`src/rtl/riscv_wb_arbiter_if.sv`:
```
// riscv_wb_arbiter_if: writeback sources, hazard-check lookups and register-file write port
interface riscv_wb_arbiter_if #(parameter int XLEN = 64);
   logic            i_riscv_wb_pipe_regwrite;
   logic [4:0]      i_riscv_wb_pipe_rdaddr;
   logic [XLEN-1:0] i_riscv_wb_pipe_rddata;
   logic            i_riscv_wb_div_valid;
   logic [4:0]      i_riscv_wb_div_rdaddr;
   logic [XLEN-1:0] i_riscv_wb_div_rddata;
   logic            o_riscv_wb_div_ready;
   logic [4:0]      i_riscv_wb_chk_rs1addr;
   logic [4:0]      i_riscv_wb_chk_rs2addr;
   logic            o_riscv_wb_rs1_busy;
   logic            o_riscv_wb_rs2_busy;
   logic            o_riscv_wb_regwrite;
   logic [4:0]      o_riscv_wb_rdaddr;
   logic [XLEN-1:0] o_riscv_wb_rddata;

   modport slave (
      input  i_riscv_wb_pipe_regwrite, i_riscv_wb_pipe_rdaddr, i_riscv_wb_pipe_rddata,
      input  i_riscv_wb_div_valid, i_riscv_wb_div_rdaddr, i_riscv_wb_div_rddata,
      input  i_riscv_wb_chk_rs1addr, i_riscv_wb_chk_rs2addr,
      output o_riscv_wb_div_ready, o_riscv_wb_rs1_busy, o_riscv_wb_rs2_busy,
      output o_riscv_wb_regwrite, o_riscv_wb_rdaddr, o_riscv_wb_rddata
   );

   modport master (
      output i_riscv_wb_pipe_regwrite, i_riscv_wb_pipe_rdaddr, i_riscv_wb_pipe_rddata,
      output i_riscv_wb_div_valid, i_riscv_wb_div_rdaddr, i_riscv_wb_div_rddata,
      output i_riscv_wb_chk_rs1addr, i_riscv_wb_chk_rs2addr,
      input  o_riscv_wb_div_ready, o_riscv_wb_rs1_busy, o_riscv_wb_rs2_busy,
      input  o_riscv_wb_regwrite, o_riscv_wb_rdaddr, o_riscv_wb_rddata
   );
endinterface

```
`src/rtl/riscv_wb_arbiter.sv`:
```
// riscv_wb_arbiter: merges pipeline writeback and queued divider results onto the register-file write port
module riscv_wb_arbiter #(
   parameter int XLEN       = 64,
   parameter int FIFO_DEPTH = 2
) (
   input logic               i_riscv_wb_clk,
   input logic               i_riscv_rf_rst,
   riscv_wb_arbiter_if.slave wb
);
   localparam int PW = $clog2(FIFO_DEPTH);
   localparam logic [PW:0] DEPTH = FIFO_DEPTH[PW:0];

   logic [PW-1:0]   rd_ptr_q, rd_ptr_d, wr_ptr_q, wr_ptr_d;
   logic [PW:0]     count_q, count_d;
   logic [FIFO_DEPTH-1:0] vld_q, vld_d;
   logic [4:0]      addr_q [FIFO_DEPTH];
   logic [4:0]      addr_d [FIFO_DEPTH];
   logic [XLEN-1:0] data_q [FIFO_DEPTH];
   logic [XLEN-1:0] data_d [FIFO_DEPTH];
   logic            regwrite_q, regwrite_d;
   logic [4:0]      rdaddr_q, rdaddr_d;
   logic [XLEN-1:0] rddata_q, rddata_d;
   logic            div_ready, pipe_act, div_xfer, div_live, pop, head_live, bypass, push;
   logic            rs1_hit, rs2_hit;

   assign div_ready                = (count_q < DEPTH);
   assign wb.o_riscv_wb_div_ready  = div_ready;
   assign wb.o_riscv_wb_regwrite   = regwrite_q;
   assign wb.o_riscv_wb_rdaddr     = rdaddr_q;
   assign wb.o_riscv_wb_rddata     = rddata_q;
   assign wb.o_riscv_wb_rs1_busy   = rs1_hit && (wb.i_riscv_wb_chk_rs1addr != 5'd0);
   assign wb.o_riscv_wb_rs2_busy   = rs2_hit && (wb.i_riscv_wb_chk_rs2addr != 5'd0);

   // Pick the winning source, then update queue occupancy, WAW kills and pointers
   always_comb begin
      pipe_act   = wb.i_riscv_wb_pipe_regwrite && (wb.i_riscv_wb_pipe_rdaddr != 5'd0);
      div_xfer   = wb.i_riscv_wb_div_valid && div_ready;
      div_live   = div_xfer && (wb.i_riscv_wb_div_rdaddr != 5'd0);
      pop        = !pipe_act && (count_q != '0);
      head_live  = pop && vld_q[rd_ptr_q];
      bypass     = !pipe_act && (count_q == '0) && div_live;
      push       = div_live && !bypass && !(pipe_act && (wb.i_riscv_wb_div_rdaddr == wb.i_riscv_wb_pipe_rdaddr));
      regwrite_d = pipe_act || head_live || bypass;
      rdaddr_d   = pipe_act  ? wb.i_riscv_wb_pipe_rdaddr :
                   head_live ? addr_q[rd_ptr_q] :
                   bypass    ? wb.i_riscv_wb_div_rdaddr : rdaddr_q;
      rddata_d   = pipe_act  ? wb.i_riscv_wb_pipe_rddata :
                   head_live ? data_q[rd_ptr_q] :
                   bypass    ? wb.i_riscv_wb_div_rddata : rddata_q;
      vld_d      = vld_q;
      addr_d     = addr_q;
      data_d     = data_q;
      if (pop) vld_d[rd_ptr_q] = 1'b0;
      for (int i = 0; i < FIFO_DEPTH; i++)
         if (pipe_act && (addr_q[i] == wb.i_riscv_wb_pipe_rdaddr)) vld_d[i] = 1'b0;
      if (push) begin
         vld_d[wr_ptr_q]  = 1'b1;
         addr_d[wr_ptr_q] = wb.i_riscv_wb_div_rdaddr;
         data_d[wr_ptr_q] = wb.i_riscv_wb_div_rddata;
      end
      rd_ptr_d = rd_ptr_q + PW'(pop);
      wr_ptr_d = wr_ptr_q + PW'(push);
      count_d  = count_q + (PW+1)'(push) - (PW+1)'(pop);
   end

   // RAW hazard lookup against still-valid queued destinations
   always_comb begin
      rs1_hit = 1'b0;
      rs2_hit = 1'b0;
      for (int i = 0; i < FIFO_DEPTH; i++) begin
         rs1_hit = rs1_hit | (vld_q[i] && (addr_q[i] == wb.i_riscv_wb_chk_rs1addr));
         rs2_hit = rs2_hit | (vld_q[i] && (addr_q[i] == wb.i_riscv_wb_chk_rs2addr));
      end
   end

   // State and output registers; reset drops every queued result
   always_ff @(posedge i_riscv_wb_clk or posedge i_riscv_rf_rst) begin
      if (i_riscv_rf_rst) begin
         rd_ptr_q   <= '0;
         wr_ptr_q   <= '0;
         count_q    <= '0;
         vld_q      <= '0;
         regwrite_q <= 1'b0;
         rdaddr_q   <= '0;
         rddata_q   <= '0;
         for (int i = 0; i < FIFO_DEPTH; i++) begin
            addr_q[i] <= '0;
            data_q[i] <= '0;
         end
      end else begin
         rd_ptr_q   <= rd_ptr_d;
         wr_ptr_q   <= wr_ptr_d;
         count_q    <= count_d;
         vld_q      <= vld_d;
         regwrite_q <= regwrite_d;
         rdaddr_q   <= rdaddr_d;
         rddata_q   <= rddata_d;
         addr_q     <= addr_d;
         data_q     <= data_d;
      end
   end
endmodule

```
`src/flat_wrapper.sv`:
```
// flat-port wrapper written by rule: the top's interface ports become plain ports
module riscv_wb_arbiter_flat 
#(
   parameter int XLEN       = 64,
   parameter int FIFO_DEPTH = 2
)
  (i_riscv_wb_clk, i_riscv_rf_rst, wb_i_riscv_wb_pipe_regwrite, wb_i_riscv_wb_pipe_rdaddr, wb_i_riscv_wb_pipe_rddata, wb_i_riscv_wb_div_valid, wb_i_riscv_wb_div_rdaddr, wb_i_riscv_wb_div_rddata, wb_i_riscv_wb_chk_rs1addr, wb_i_riscv_wb_chk_rs2addr, wb_o_riscv_wb_div_ready, wb_o_riscv_wb_rs1_busy, wb_o_riscv_wb_rs2_busy, wb_o_riscv_wb_regwrite, wb_o_riscv_wb_rdaddr, wb_o_riscv_wb_rddata);
  riscv_wb_arbiter_if #(.XLEN(XLEN)) wb_i ();
  input logic i_riscv_wb_clk;
  input logic i_riscv_rf_rst;
  input wire logic [$bits(wb_i.i_riscv_wb_pipe_regwrite)-1:0] wb_i_riscv_wb_pipe_regwrite;
  input wire logic [$bits(wb_i.i_riscv_wb_pipe_rdaddr)-1:0] wb_i_riscv_wb_pipe_rdaddr;
  input wire logic [$bits(wb_i.i_riscv_wb_pipe_rddata)-1:0] wb_i_riscv_wb_pipe_rddata;
  input wire logic [$bits(wb_i.i_riscv_wb_div_valid)-1:0] wb_i_riscv_wb_div_valid;
  input wire logic [$bits(wb_i.i_riscv_wb_div_rdaddr)-1:0] wb_i_riscv_wb_div_rdaddr;
  input wire logic [$bits(wb_i.i_riscv_wb_div_rddata)-1:0] wb_i_riscv_wb_div_rddata;
  input wire logic [$bits(wb_i.i_riscv_wb_chk_rs1addr)-1:0] wb_i_riscv_wb_chk_rs1addr;
  input wire logic [$bits(wb_i.i_riscv_wb_chk_rs2addr)-1:0] wb_i_riscv_wb_chk_rs2addr;
  output wire logic [$bits(wb_i.o_riscv_wb_div_ready)-1:0] wb_o_riscv_wb_div_ready;
  output wire logic [$bits(wb_i.o_riscv_wb_rs1_busy)-1:0] wb_o_riscv_wb_rs1_busy;
  output wire logic [$bits(wb_i.o_riscv_wb_rs2_busy)-1:0] wb_o_riscv_wb_rs2_busy;
  output wire logic [$bits(wb_i.o_riscv_wb_regwrite)-1:0] wb_o_riscv_wb_regwrite;
  output wire logic [$bits(wb_i.o_riscv_wb_rdaddr)-1:0] wb_o_riscv_wb_rdaddr;
  output wire logic [$bits(wb_i.o_riscv_wb_rddata)-1:0] wb_o_riscv_wb_rddata;
  assign wb_i.i_riscv_wb_pipe_regwrite = wb_i_riscv_wb_pipe_regwrite;
  assign wb_i.i_riscv_wb_pipe_rdaddr = wb_i_riscv_wb_pipe_rdaddr;
  assign wb_i.i_riscv_wb_pipe_rddata = wb_i_riscv_wb_pipe_rddata;
  assign wb_i.i_riscv_wb_div_valid = wb_i_riscv_wb_div_valid;
  assign wb_i.i_riscv_wb_div_rdaddr = wb_i_riscv_wb_div_rdaddr;
  assign wb_i.i_riscv_wb_div_rddata = wb_i_riscv_wb_div_rddata;
  assign wb_i.i_riscv_wb_chk_rs1addr = wb_i_riscv_wb_chk_rs1addr;
  assign wb_i.i_riscv_wb_chk_rs2addr = wb_i_riscv_wb_chk_rs2addr;
  assign wb_o_riscv_wb_div_ready = wb_i.o_riscv_wb_div_ready;
  assign wb_o_riscv_wb_rs1_busy = wb_i.o_riscv_wb_rs1_busy;
  assign wb_o_riscv_wb_rs2_busy = wb_i.o_riscv_wb_rs2_busy;
  assign wb_o_riscv_wb_regwrite = wb_i.o_riscv_wb_regwrite;
  assign wb_o_riscv_wb_rdaddr = wb_i.o_riscv_wb_rdaddr;
  assign wb_o_riscv_wb_rddata = wb_i.o_riscv_wb_rddata;
  riscv_wb_arbiter #(.XLEN(XLEN), .FIFO_DEPTH(FIFO_DEPTH)) u_core (.i_riscv_wb_clk(i_riscv_wb_clk), .i_riscv_rf_rst(i_riscv_rf_rst), .wb(wb_i));
endmodule
```
`config.mk`:
```
export PLATFORM = sky130hd
export DESIGN_NAME = riscv_wb_arbiter_flat
export DESIGN_NICKNAME = d
export VERILOG_FILES = /design/src/rtl/riscv_wb_arbiter_if.sv /design/src/rtl/riscv_wb_arbiter.sv /design/src/flat_wrapper.sv
export SDC_FILE = /design/constraint.sdc
export NUM_CORES = 1
export LEC_CHECK = 0
export BUFFER_PORTS_ARGS = -buffer_cell sky130_fd_sc_hd__buf_2
export CORE_ASPECT_RATIO = 1.5
export CORE_UTILIZATION = 45
export CTS_CLUSTER_SIZE = 28
export DETAILED_ROUTE_END_ITERATION = 10
export HOLD_SLACK_MARGIN = 0.05
export PLACE_DENSITY = 0.69
export SYNTH_ARGS = -nofsm -noshare
export SYNTH_HDL_FRONTEND = slang
export SYNTH_SLANG_ARGS = --single-unit
export TNS_END_PERCENT = 30
```
`constraint.sdc`:
```
create_clock -name i_riscv_wb_clk -period 7.9 [get_ports i_riscv_wb_clk]
set_input_delay 0.395 -clock i_riscv_wb_clk [delete_from_list [all_inputs] [get_ports i_riscv_wb_clk]]
set_output_delay 0.395 -clock i_riscv_wb_clk [all_outputs]
set_load 0.05 [all_outputs]
```
==> results.cfg <==
[outcome]
run_status = finished, final reports clean

[critical_path]
crit_path_start_kind = input port
worst_r2r_startpoint = u_core.rd_ptr_q$_DFF_PP0_
critical_path_start_end_classification = in -> reg
critical_path.slowest_cell = sky130_fd_sc_hd__ha_4
worst-r2r-setup-slack_ps = 5200
worst_r2r_endpoint = u_core.wb.o_riscv_wb_rddata[34]$_DFFE_PP0P_
largest_stage_delay_on_the_critical_path_ps = 850
worstPathCellList = buf_2 -> or2_1 -> o41ai_4 -> buf_4 -> nor4_1 -> nor4_1 -> buf_4 -> ha_4 -> mux2_2
setup.worst_path.end_class = flop
critical_path_peak_fanout = 69
depth_of_the_worst_register_to_register_path = 6
cp_data_arrival_time_ps = 3390
cp_data_required_time_ps = 8270

[cells_and_area]
fin_cells = 1262
sequential_cell_area_um2 = 5360
fillers = 1899
final_nets = 1131
multiInputGateArea_um2 = 4390
syn2layout_area_growth_pct = 18.6
post_route_cells_drive_above_1_share_pct = 46.3
stdcell_area_um2 = 12000

[die]
floorplan.die_area_um2 = 23100
start_util_pct = 46.2
dieHeight_um = 186
die_width_um = 124
core_area_um2 = 21900
placementRows = 66
ios = 225

[timing]
final.setup.worst_slack_ps = 4880
tightestPinTransition_ps = 1050
slew_limit_fails = 0
total_negative_slack_ps = 0
fin_skew_ps = 8.19
final_report_hold_violation_count = 0
fin_crit_sh_pct = 38.3
period_needed_ps = 3020
highest_attainable_clock_frequency_mhz = 331
unrepaired_setup_endpoints_after_global_routing = false
timing.final.setup_violations = 0
relSlewSlack_pct = 29.7

[cts]
ctsHtreeMaxLevel = 1
worstSkewPairLatency_ps = 480
root_buffer = sky130_fd_sc_hd__clkbuf_16
cts_sinks = 214
clk_transition_reported_paths_ps = 60
post_cts_hold_buffer_count = 0
post_cts_resized = 0
cts_tree = yes
cts_inserted_buffers = 21
number_of_setup_buffers_added_after_cts = 0
cts-root-to-sink-buffers = 3

[yosys]
synth.yosys.seq_area_share_pct = 53.0
yosys.cell_count.top_type = sky130_fd_sc_hd__dfrtp_1
synth.distinct_cells = 35
synth-warning-count = 0
synthesis.area_per_instance_um2 = 12.9
synthArstFlopShare_pct = 100
syn_inst = 785
yosys.area.top_type = sky130_fd_sc_hd__dfrtp_1
synth-seq-cells = 214
syn_nets = 940
synthFlopType = sky130_fd_sc_hd__dfrtp_1
netlist.area_leader.share_pct = 53.0
number_of_flops_mapped_to_enable_cells_by_yosys = 0
synth_top_cells_by_area = sky130_fd_sc_hd__dfrtp_1, sky130_fd_sc_hd__mux2_2, sky130_fd_sc_hd__mux2i_1
synthesis.area_um2 = 10100
most_used_standard_cells_in_the_synthesized_netlist = sky130_fd_sc_hd__dfrtp_1, sky130_fd_sc_hd__mux2_2, sky130_fd_sc_hd__nor2_1, sky130_fd_sc_hd__mux2i_1, sky130_fd_sc_hd__a31oi_1

[grt]
grt_pass1_wl_mm = 37.4
grt_start_max_net_pins = 139
track_usage_pct = 20.0
grt_pass1_vias = 7221
antenna_found_initial = 1
grt.overflow.total = 0

[placement]
placement.cell_area_um2 = 11300
finalWeightedCongestion = 0.817
dpl_worst_slack_ps = 4350
io_buffers = 224
numPlacedInstances = 1225
place.detailed.hpwl_mm = 15.3

[detailed_routing]
detailroute.via_count = 7021
antenna_violating_nets_post_route = 0
drc_errors = 0
avgViaCountPerCell = 5.56
drt-initial-drc-count = 316
drt_pass1_iterations = 4
routed_wl_mm = 23.3
avgRoutedWirePerCell_um = 18.5

[pwr]
tot_pwr_mw = 5.35
p_leak_nw = 5.28
power_per_cell_area_nw_per_um2 = 446
vdd_drop_max_uv = 248

[job]
cap_viol_max_count = 0

[hold_path]
min-delay-path-class = in -> async
stage by stage:
stage / utilization [%] / hold slack, ps
2_1_floorplan: - / 480
3_3_place_gp: 51.6 / 488
3_5_place_dp: 51.6 / 494
4_1_cts: 54.7 / 155
5_1_grt: 54.7 / 160
6_report: 54.7 / 106
critical path: cells and delay by family:
| kind | cells | cell delay (ps) |
|---|---|---|
| buffers and inverters | 3 | 820 |
| adder cells (fa/ha/maj) | 1 | 850 |
| multiplexers | 1 | 420 |
| AND/OR/NAND/NOR | 3 | 660 |
| AO/OA/AOI/OAI | 1 | 210 |
worst max-delay path by stage:
stage / start / slack [ps] / depth (start not counted) / end
global route: wb_i_riscv_wb_pipe_rdaddr[1] / 4670 / 9 / u_core.data_q[35]$_DFFE_PP0P_
CTS: wb_i_riscv_wb_pipe_rdaddr[1] / 4840 / 9 / u_core.data_q[21]$_DFFE_PP0P_
global placement: wb_i_riscv_wb_pipe_rdaddr[1] / 4380 / 9 / u_core.data_q[36]$_DFFE_PP0P_
floorplan: i_riscv_rf_rst / 1650 / 1 / u_core.addr_q[0]$_DFFE_PP0P_
detailed placement: wb_i_riscv_wb_pipe_rdaddr[1] / 4350 / 9 / u_core.data_q[21]$_DFFE_PP0P_
finish: wb_i_riscv_wb_pipe_rdaddr[1] / 4880 / 9 / u_core.data_q[13]$_DFFE_PP0P_
cells in the final DEF, fill, tap and decap left out, types with 6 or more instances in the layout:
cell type,n
sky130_fd_sc_hd__o221a_1,19
sky130_fd_sc_hd__clkbuf_16,21
sky130_fd_sc_hd__clkbuf_8,10
sky130_fd_sc_hd__xor2_1,24
sky130_fd_sc_hd__a31oi_1,64
sky130_fd_sc_hd__dfrtp_1,213
sky130_fd_sc_hd__xnor2_1,12
sky130_fd_sc_hd__nor2_1,70
sky130_fd_sc_hd__a21oi_1,7
sky130_fd_sc_hd__mux2i_1,70
sky130_fd_sc_hd__buf_4,8
sky130_fd_sc_hd__o221a_2,45
sky130_fd_sc_hd__mux2_2,138
sky130_fd_sc_hd__nand2_1,10
sky130_fd_sc_hd__nor4_1,6
sky130_fd_sc_hd__o21ai_0,7
sky130_fd_sc_hd__buf_2,224
layer usage:
| metal | share of wire (%) | vias to the layer above | track usage (%) |
|---|---|---|---|
| met3 | 4.2 | 43 | 3.08 |
| met4 | 2.6 | 0 | 6.99 |
| met5 | 0 | - | 0 |
| met1 | 42 | 3486 | 24.4 |
| met2 | 52 | 181 | 36.0 |
| li1 | - | 3311 | - |
registers in the layout, summed over array words and instances (netlist names):
name	cells
u_core.addr_q	10
u_core.count_q	2
u_core.data_q	128
u_core.wb.o_riscv_wb_rddata	64
u_core.rd_ptr_q	1
u_core.vld_q	2
u_core.wr_ptr_q	1
u_core.wb.o_riscv_wb_regwrite	1
u_core.wb.o_riscv_wb_rdaddr	5
cell type report:
cell class	count	share of cell area, %
Tap cell	272	2.84
Clock inverter	2	0.0836
Timing Repair Buffer	232	9.86
Multi-Input combinational cell	503	36.6
Inverter	4	0.188
Sequential cell	214	44.7
Clock buffer	34	5.63
Antenna cell	1	0.0209
power by group:
| group | total [mW] | switching (mW) | internal [mW] |
|---|---|---|---|
| clock network | 0.976 | 0.397 | 0.580 |
| logic | 2.35 | 1.39 | 0.958 |
| registers | 2.02 | 0.372 | 1.65 |
cell families after synthesis:
logic type / synth area share [%]
AO/OA/AOI/OAI: 12.9
adder cells (fa/ha/maj): 0.372
XOR/XNOR: 3.12
buffers and inverters: 3.88
multiplexers: 22.3
flip-flops: 53.0
AND/OR/NAND/NOR: 4.41
Note: power is estimated with default switching activity, not from simulation.
